File: src/rtl/pipelined_add_sub_if.sv
// Handshake bundle for pipelined_add_sub: operand request side and result side.
// The optional sat signal exists only when ADDSUB_SAT_EN is defined.
interface pipelined_add_sub_if #(
  parameter int WIDTH = 32
);
  logic             in_valid;
  logic             in_ready;
  logic [WIDTH-1:0] a;
  logic [WIDTH-1:0] b;
  logic             sub;
`ifdef ADDSUB_SAT_EN
  logic             sat;
`endif
  logic             out_valid;
  logic             out_ready;
  logic [WIDTH-1:0] result;
  logic             carry_out;
  logic             overflow;
  logic             zero;

`ifdef ADDSUB_SAT_EN
  modport master (
    output in_valid, a, b, sub, sat, out_ready,
    input  in_ready, out_valid, result, carry_out, overflow, zero
  );
  modport slave (
    input  in_valid, a, b, sub, sat, out_ready,
    output in_ready, out_valid, result, carry_out, overflow, zero
  );
`else
  modport master (
    output in_valid, a, b, sub, out_ready,
    input  in_ready, out_valid, result, carry_out, overflow, zero
  );
  modport slave (
    input  in_valid, a, b, sub, out_ready,
    output in_ready, out_valid, result, carry_out, overflow, zero
  );
`endif
endinterface

File: src/rtl/pipelined_add_sub.sv
// Pipelined adder/subtractor: one CHUNK-bit slice per stage with the carry registered between
// stages, valid/ready handshake with a global stall. ADDSUB_SAT_EN adds optional saturation.
module pipelined_add_sub #(
  parameter int WIDTH = 32,
  parameter int CHUNK = 8
) (
  input  logic               clk,
  input  logic               rst_n,
  pipelined_add_sub_if.slave bus
);
  localparam int STAGES = WIDTH / CHUNK;
  localparam int LAST   = STAGES - 1;

  // Per-stage view of the data entering each stage (stage 0 from the ports).
  logic [WIDTH-1:0] op_a      [STAGES];
  logic [WIDTH-1:0] op_b      [STAGES];
  logic [WIDTH-1:0] part      [STAGES];
  logic             cin       [STAGES];
  logic             v_in      [STAGES];
  logic             s_in      [STAGES];
  logic [CHUNK:0]   slice_sum [STAGES];

  logic             vld_d [STAGES], vld_q [STAGES];
  logic [WIDTH-1:0] opa_d [STAGES], opa_q [STAGES];
  logic [WIDTH-1:0] opb_d [STAGES], opb_q [STAGES];
  logic [WIDTH-1:0] res_d [STAGES], res_q [STAGES];
  logic             cy_d  [STAGES], cy_q  [STAGES];
  logic             sat_d [STAGES], sat_q [STAGES];
  logic             ovf_d, ovf_q;
  logic             zero_d, zero_q;
  logic             advance;

  // The whole pipe moves together; only a held result at the output stalls it.
  assign advance      = !(vld_q[LAST] && !bus.out_ready);
  assign bus.in_ready = advance;

  // NOTE: every variable written here gets a value on every pass, so no latch can be inferred.
  always_comb begin
    op_a[0] = bus.a;
    op_b[0] = bus.b ^ {WIDTH{bus.sub}};
    cin[0]  = bus.sub;
    part[0] = '0;
    v_in[0] = bus.in_valid;
`ifdef ADDSUB_SAT_EN
    s_in[0] = bus.sat;
`else
    s_in[0] = 1'b0;
`endif
    for (int i = 1; i < STAGES; i++) begin
      op_a[i] = opa_q[i-1];
      op_b[i] = opb_q[i-1];
      cin[i]  = cy_q[i-1];
      part[i] = res_q[i-1];
      v_in[i] = vld_q[i-1];
      s_in[i] = sat_q[i-1];
    end

    for (int i = 0; i < STAGES; i++) begin
      slice_sum[i] = {1'b0, op_a[i][i*CHUNK +: CHUNK]}
                   + {1'b0, op_b[i][i*CHUNK +: CHUNK]}
                   + {{CHUNK{1'b0}}, cin[i]};
      res_d[i]                    = part[i];
      res_d[i][i*CHUNK +: CHUNK]  = slice_sum[i][CHUNK-1:0];
      cy_d[i]                     = slice_sum[i][CHUNK];
      opa_d[i]                    = op_a[i];
      opb_d[i]                    = op_b[i];
      vld_d[i]                    = v_in[i];
      sat_d[i]                    = s_in[i];
    end

    // Signed overflow: operands of equal sign producing a result of the other sign.
    ovf_d = (op_a[LAST][WIDTH-1] == op_b[LAST][WIDTH-1]) &&
            (res_d[LAST][WIDTH-1] != op_a[LAST][WIDTH-1]);
    if (sat_d[LAST] && ovf_d) begin
      res_d[LAST] = op_a[LAST][WIDTH-1] ? {1'b1, {(WIDTH-1){1'b0}}}
                                        : {1'b0, {(WIDTH-1){1'b1}}};
    end
    zero_d = (res_d[LAST] == '0);
  end

  // NOTE: data registers are reset too, so the result and flags read 0 straight out of reset.
  always_ff @(posedge clk or negedge rst_n) begin
    if (!rst_n) begin
      for (int i = 0; i < STAGES; i++) begin
        vld_q[i] <= 1'b0;
        opa_q[i] <= '0;
        opb_q[i] <= '0;
        res_q[i] <= '0;
        cy_q[i]  <= 1'b0;
        sat_q[i] <= 1'b0;
      end
      ovf_q  <= 1'b0;
      zero_q <= 1'b0;
    end else if (advance) begin
      // NOTE: non-blocking assignments so every stage samples its predecessor's old value.
      for (int i = 0; i < STAGES; i++) begin
        vld_q[i] <= vld_d[i];
        opa_q[i] <= opa_d[i];
        opb_q[i] <= opb_d[i];
        res_q[i] <= res_d[i];
        cy_q[i]  <= cy_d[i];
        sat_q[i] <= sat_d[i];
      end
      ovf_q  <= ovf_d;
      zero_q <= zero_d;
    end
  end

  assign bus.out_valid = vld_q[LAST];
  assign bus.result    = res_q[LAST];
  assign bus.carry_out = cy_q[LAST];
  assign bus.overflow  = ovf_q;
  assign bus.zero      = zero_q;

endmodule

File: src/flat_wrapper.sv
// flat-port wrapper written by rule: the top's interface ports become plain ports
module pipelined_add_sub_flat 
#(
  parameter int WIDTH = 32,
  parameter int CHUNK = 8
)
  (clk, rst_n, bus_in_valid, bus_a, bus_b, bus_sub, bus_out_ready, bus_in_ready, bus_out_valid, bus_result, bus_carry_out, bus_overflow, bus_zero);
  pipelined_add_sub_if #(.WIDTH(WIDTH)) bus_i ();
  input  logic clk;
  input  logic rst_n;
  input wire logic [$bits(bus_i.in_valid)-1:0] bus_in_valid;
  input wire logic [$bits(bus_i.a)-1:0] bus_a;
  input wire logic [$bits(bus_i.b)-1:0] bus_b;
  input wire logic [$bits(bus_i.sub)-1:0] bus_sub;
  input wire logic [$bits(bus_i.out_ready)-1:0] bus_out_ready;
  output wire logic [$bits(bus_i.in_ready)-1:0] bus_in_ready;
  output wire logic [$bits(bus_i.out_valid)-1:0] bus_out_valid;
  output wire logic [$bits(bus_i.result)-1:0] bus_result;
  output wire logic [$bits(bus_i.carry_out)-1:0] bus_carry_out;
  output wire logic [$bits(bus_i.overflow)-1:0] bus_overflow;
  output wire logic [$bits(bus_i.zero)-1:0] bus_zero;
  assign bus_i.in_valid = bus_in_valid;
  assign bus_i.a = bus_a;
  assign bus_i.b = bus_b;
  assign bus_i.sub = bus_sub;
  assign bus_i.out_ready = bus_out_ready;
  assign bus_in_ready = bus_i.in_ready;
  assign bus_out_valid = bus_i.out_valid;
  assign bus_result = bus_i.result;
  assign bus_carry_out = bus_i.carry_out;
  assign bus_overflow = bus_i.overflow;
  assign bus_zero = bus_i.zero;
  pipelined_add_sub #(.WIDTH(WIDTH), .CHUNK(CHUNK)) u_core (.clk(clk), .rst_n(rst_n), .bus(bus_i));
endmodule
File: config.mk
export PLATFORM = sky130hd
export DESIGN_NAME = pipelined_add_sub_flat
export DESIGN_NICKNAME = d
export VERILOG_FILES = /design/src/rtl/pipelined_add_sub_if.sv /design/src/rtl/pipelined_add_sub.sv /design/src/flat_wrapper.sv
export SDC_FILE = /design/constraint.sdc
export NUM_CORES = 1
export LEC_CHECK = 0
export ABC_AREA = 1
export BUFFER_PORTS_ARGS = -buffer_cell sky130_fd_sc_hd__buf_2
export CAP_MARGIN = 15
export CORE_ASPECT_RATIO = 0.75
export CORE_MARGIN = 4
export CORE_UTILIZATION = 42
export CTS_BUF_LIST = sky130_fd_sc_hd__clkbuf_4 sky130_fd_sc_hd__clkbuf_8
export DETAILED_ROUTE_END_ITERATION = 8
export PLACE_DENSITY = 0.65
export SKIP_LAST_GASP = 1
export SYNTH_ARGS = -nofsm -noshare
export SYNTH_HDL_FRONTEND = slang
export SYNTH_SLANG_ARGS = --single-unit
File: constraint.sdc
create_clock -name clk -period 3.5 [get_ports clk]
set_input_delay 0.35 -clock clk [delete_from_list [all_inputs] [get_ports clk]]
set_output_delay 0.35 -clock clk [all_outputs]
set_load 0.01 [all_outputs]
Word level (Yosys, flattened, before mapping) --
Index checks and enable logic that the tools add are counted.
Storage, ports and cells: bits in registers 282
Operators by class: $add $sub $neg 8, equality and inequality tests 2, bitwise logic cells 1, reductions and logical operators 5
Operator list (number):
- adder 8 x 8 -> 9 bit | 4
- adder 9 x 1 -> 9 bit | 4
- logical NOT 32 bit | 1
- bitwise XOR 32 bit | 1
- logical AND 1 bit | 2
- logical NOT 1 bit | 2
- == test 1 bit | 1
- inequality test 1 bit | 1

Logic depth before layout (Yosys ltp) --
word-level depth 4, mapped depth 12, mapped depth without buffers 12

Worst setup path after synthesis --
OpenSTA, ideal clock, no wires.
path kind input -> register, from input port bus_sub, to register u_core.res_q (netlist bit u_core.part[71]), arrival 1.804 ns, path slack 1.579 ns, stages on the path 12, path buffers 2, cells stage by stage buf_4 buf_2 xor2_1 ha_1 inv_1 o21bai_1 inv_1 o21a_1 nand2_1 nand2_1 nand3_1 nand2_1
Between the ends: cells in the longest elaborated chain, start to end 3
Ends and longest elaborated chain:
- start, declared | line flat_wrapper.sv:14 | input wire logic [$bits(bus_i.sub)-1:0] bus_sub;
- bitwise XOR 32 bit | line pipelined_add_sub.sv:40 | op_b[0] = bus.b ^ {WIDTH{bus.sub}};
- adder 8 x 8 -> 9 bit | line pipelined_add_sub.sv:60 | + {1'b0, op_b[i][i*CHUNK +: CHUNK]}
- adder 9 x 1 -> 9 bit * | line pipelined_add_sub.sv:61 | + {{CHUNK{1'b0}}, cin[i]};
- end signal, assigned by index | line pipelined_add_sub.sv:100 | res_q[i] <= res_d[i];
- end, declared | line pipelined_add_sub.sv:26 | logic [WIDTH-1:0] res_d [STAGES], res_q [STAGES];
Every way passes the cells marked *; elsewhere a longest branch is shown, timed or not. A chain may end at the register's enable or synchronous reset.

Worst setup path in the final report --
from register u_core.vld_q (netlist bit u_core.bus.out_valid), to output port bus_in_ready
Between the ends: cells in the longest elaborated chain, start to end 2
Ends and longest elaborated chain:
- start, declared | line pipelined_add_sub.sv:23 | logic vld_d [STAGES], vld_q [STAGES];
- start signal, assigned by index | line pipelined_add_sub.sv:97 | vld_q[i] <= vld_d[i];
- logical AND 1 bit | line pipelined_add_sub.sv:34 | assign advance = !(vld_q[LAST] && !bus.out_ready);
- logical NOT 1 bit | line pipelined_add_sub.sv:34
- end, declared | line flat_wrapper.sv:16 | output wire logic [$bits(bus_i.in_ready)-1:0] bus_in_ready;
No other way between the ends.

==> metrics.txt <==
Antenna Cells 0; Die Wd 173 µm; non-filler cells, final 1325; run status complete, no violations; syn_area_per_cell 8.82 µm²; Yosys cell types 33; crit path DAT just under 2 ns; clock root cell clkbuf_8; largest net degree at the start of global routing slightly above 90; Port-buffer cells approximately 110; cts hold-fix bufs 1; placed inst area roughly 9300 µm²; Max Slew Vio Count 0; Worst-Margin Slew 0.634 ns; Tcrit/Tclk final 65.5%; min-delay worst type in2reg; Mapped Area between 8000 and 9000 µm²; Critical Path Source Type flip-flop; Vias 6316; Final Cell Area 9690 µm²; WP buf/inv 2; HPWL after detailed placement 12.3 mm; Die Height 132 µm; fillers 1884; gpl congestion between 0.8 and 0.9; Final Hold Fails 0; worst setup margin 1.21 ns; Data required, critical path 3.15 ns; cells along the critical path nand2_4 -> buf_4 -> buf_2; vias in the first global route around 6000; Yosys reg bits 186; Top delay family on crit path buffers and inverters; later-pin clock latency in the skew report 0.46 ns; clk sinks between 150 and 200; Final Critical Period ~2.3 ns; crit end category output pin; cts bufs inserted 17; H-tree depth 4; pwr/cell area slightly below 900 nW/µm²; Initial Util between 40% and 50%; Cell Rows 44; DRC 0; pre-CTS setup slack 1.51 ns; gr usage total 16.2%; Post-Syn Nets 1074; Max Cap Viol 0; Core ar. 19700 µm²; initial DRC count 584; initial antenna violation count 0; Clock Skews approximately 0.014 ns; first-pass GRT wire length 30.4 mm; Inst Count DP roughly 1300; DR vias/cell ~4.8; Area Overhead vs Synth 13.3%; cell count after synthesis 970; post-synthesis sequential area ratio about 54%; critical path class reg2out; max frequency between 0.4 and 0.5 GHz; setup violators final 0; post-CTS sizing 0; leakage power 4.91 nW; area share of the largest cell type after synthesis 54.4%; Rel. slew slack 57.7%; setup TNS 0 ns; dominant cell type by area after synthesis dfrtp_1; routed len/inst ~14 µm; first-pass detailed-route iteration total 5; total power 8.42 mW; Max Buffers Root-to-Sink 2; gr ovfl total 0; CTS tree yes; synth warn 0; die area 22700 µm²; Synth area leaders dfrtp_1 54%, nand2_1 15%, o21ai_0 6.0%; unrepaired setup endpoints after global routing no; Post-CTS Setup Inserts 0; critical-path maximum fanout 55; Antenna Violating Nets Remaining 0; Peak VDD IR about 0.26 mV; largest stage delay on the critical path 0.51 ns; Clock transition at path regs 0.10 ns; I/O pin cnt 106; final net count 1163; Post-Route WL 18.0 mm; slowest stage cell on the critical path buf_4; layout cells sized above 1 14.7%
[layout make-up]
| type | count | area, µm² | area share (%) |
|---|---|---|---|
| clock inverters | 11 | 111 | 1.15 |
| well taps | 253 | 317 | 3.27 |
| multi-input cells | 660 | 3390 | 35.0 |
| inverters | 80 | 305 | 3.15 |
| clock buffers | 21 | 283 | 2.92 |
| flip-flops and latches | 186 | 4650 | 48.0 |
| repair buffers | 114 | 629 | 6.49 |
[worst min-delay path, delay by kind of cell]
family | cells | cell delay (ns)
simple gates | 2 | 0.09
buf+inv | 1 | 0.08
[layer usage]
layer / part of all wire, % / GRT usage (%) / routed length [µm]
met4: 2.0 / 4.83 / 356
met5: 0 / 0 / 0
met3: 3.7 / 3.88 / 672
met2: 40 / 21.9 / 7200
met1: 54 / 25.5 / 9750
[registers in the layout (all words and copies together), names as in the netlist, 3 cells and up]
| register | count |
|---|---|
| u_core.cin | 3 |
| u_core.part | 48 |
| u_core.bus.result | 32 |
| u_core.op_a | 48 |
| u_core.v_in | 3 |
| u_core.op_b | 48 |
[worst paths after layout]
kind	cells after the start	start	slack, ns	end
worst max register to register	9	u_core.cin[0]$_DFFE_PN0N_	1.54	u_core.bus.zero$_DFFE_PN0N_
worst min-delay path	3	bus_a[9]	0.08	u_core.op_a[73]$_DFFE_PN0N_
max in group asynchronous	3	rst_n	2.20	u_core.op_b[59]$_DFFE_PN0N_
worst max-delay path	3	u_core.bus.out_valid$_DFFE_PN0N_	1.21	bus_in_ready
min in group asynchronous	2	rst_n	0.42	u_core.bus.result[10]$_DFFE_PN0N_
worst min register to register	2	u_core.v_in[0]$_DFFE_PN0N_	0.46	u_core.bus.out_valid$_DFFE_PN0N_
[cells in the mapped netlist]
cell      number
o21ai_2        1
o21ai_1       27
nand3_2        2
buf_2         26
nand3b_1       4
buf_4          1
nand4_2        1
o31ai_2        1
nor2_1        30
nand2_2        3
nand3_1       22
nand2_1      346
o21bai_1       3
a31oi_1        8
clkbuf_1      14
xnor2_1       31
buf_1          2
o21ai_0      102
o21a_1         1
clkinv_1       1
xor2_1        10
dfrtp_1      186
a21oi_1       17
ha_1          28
nor2_2         1
a21oi_2        2
nor3_1         2
inv_1         77
a22oi_1        2
nand4_1        9
fa_1           7
clkbuf_8       1
inv_2          2
[metrics by stage]
step	utilization, %	hold slack (ns)
floorplan	-	0.0544
global placement	47.3	0.359
detailed placement	47.3	0.356
CTS	49.3	0.0571
global route	49.3	0.0676
finish	49.3	0.0844
[cell usage in the layout, fill, tap and decap left out, drive strengths merged]
cell	instances
xnor2	31
nor2	31
o21bai	3
o31ai	1
nand3b	4
nand4	10
bufinv	1
a22oi	2
o21a	1
dlygate4sd3	1
dfrtp	186
nand3	24
a31oi	8
ha	28
o21ai	130
clkinv	4
nor3	2
xor2	10
inv	81
clkbuf	22
nand2	349
clkinvlp	5
fa	7
buf	112
a21oi	19
[power breakdown]
| group | internal, mW | switching (mW) |
|---|---|---|
| Sequential | 3.09 | 0.495 |
| Clock | 0.635 | 0.783 |
| Combinational | 1.28 | 2.13 |
| Total | 5.01 | 3.41 |
[kinds of logic after synthesis]
group / count (synthesis) / synth area share, %
simple gates: 420 / 19.6
flops: 186 / 54.4
compound gates: 164 / 10.1
buf+inv: 124 / 5.98
xor+xnor: 41 / 4.20
fa+ha+maj: 35 / 5.73
Power figures use the tool's default switching activity.
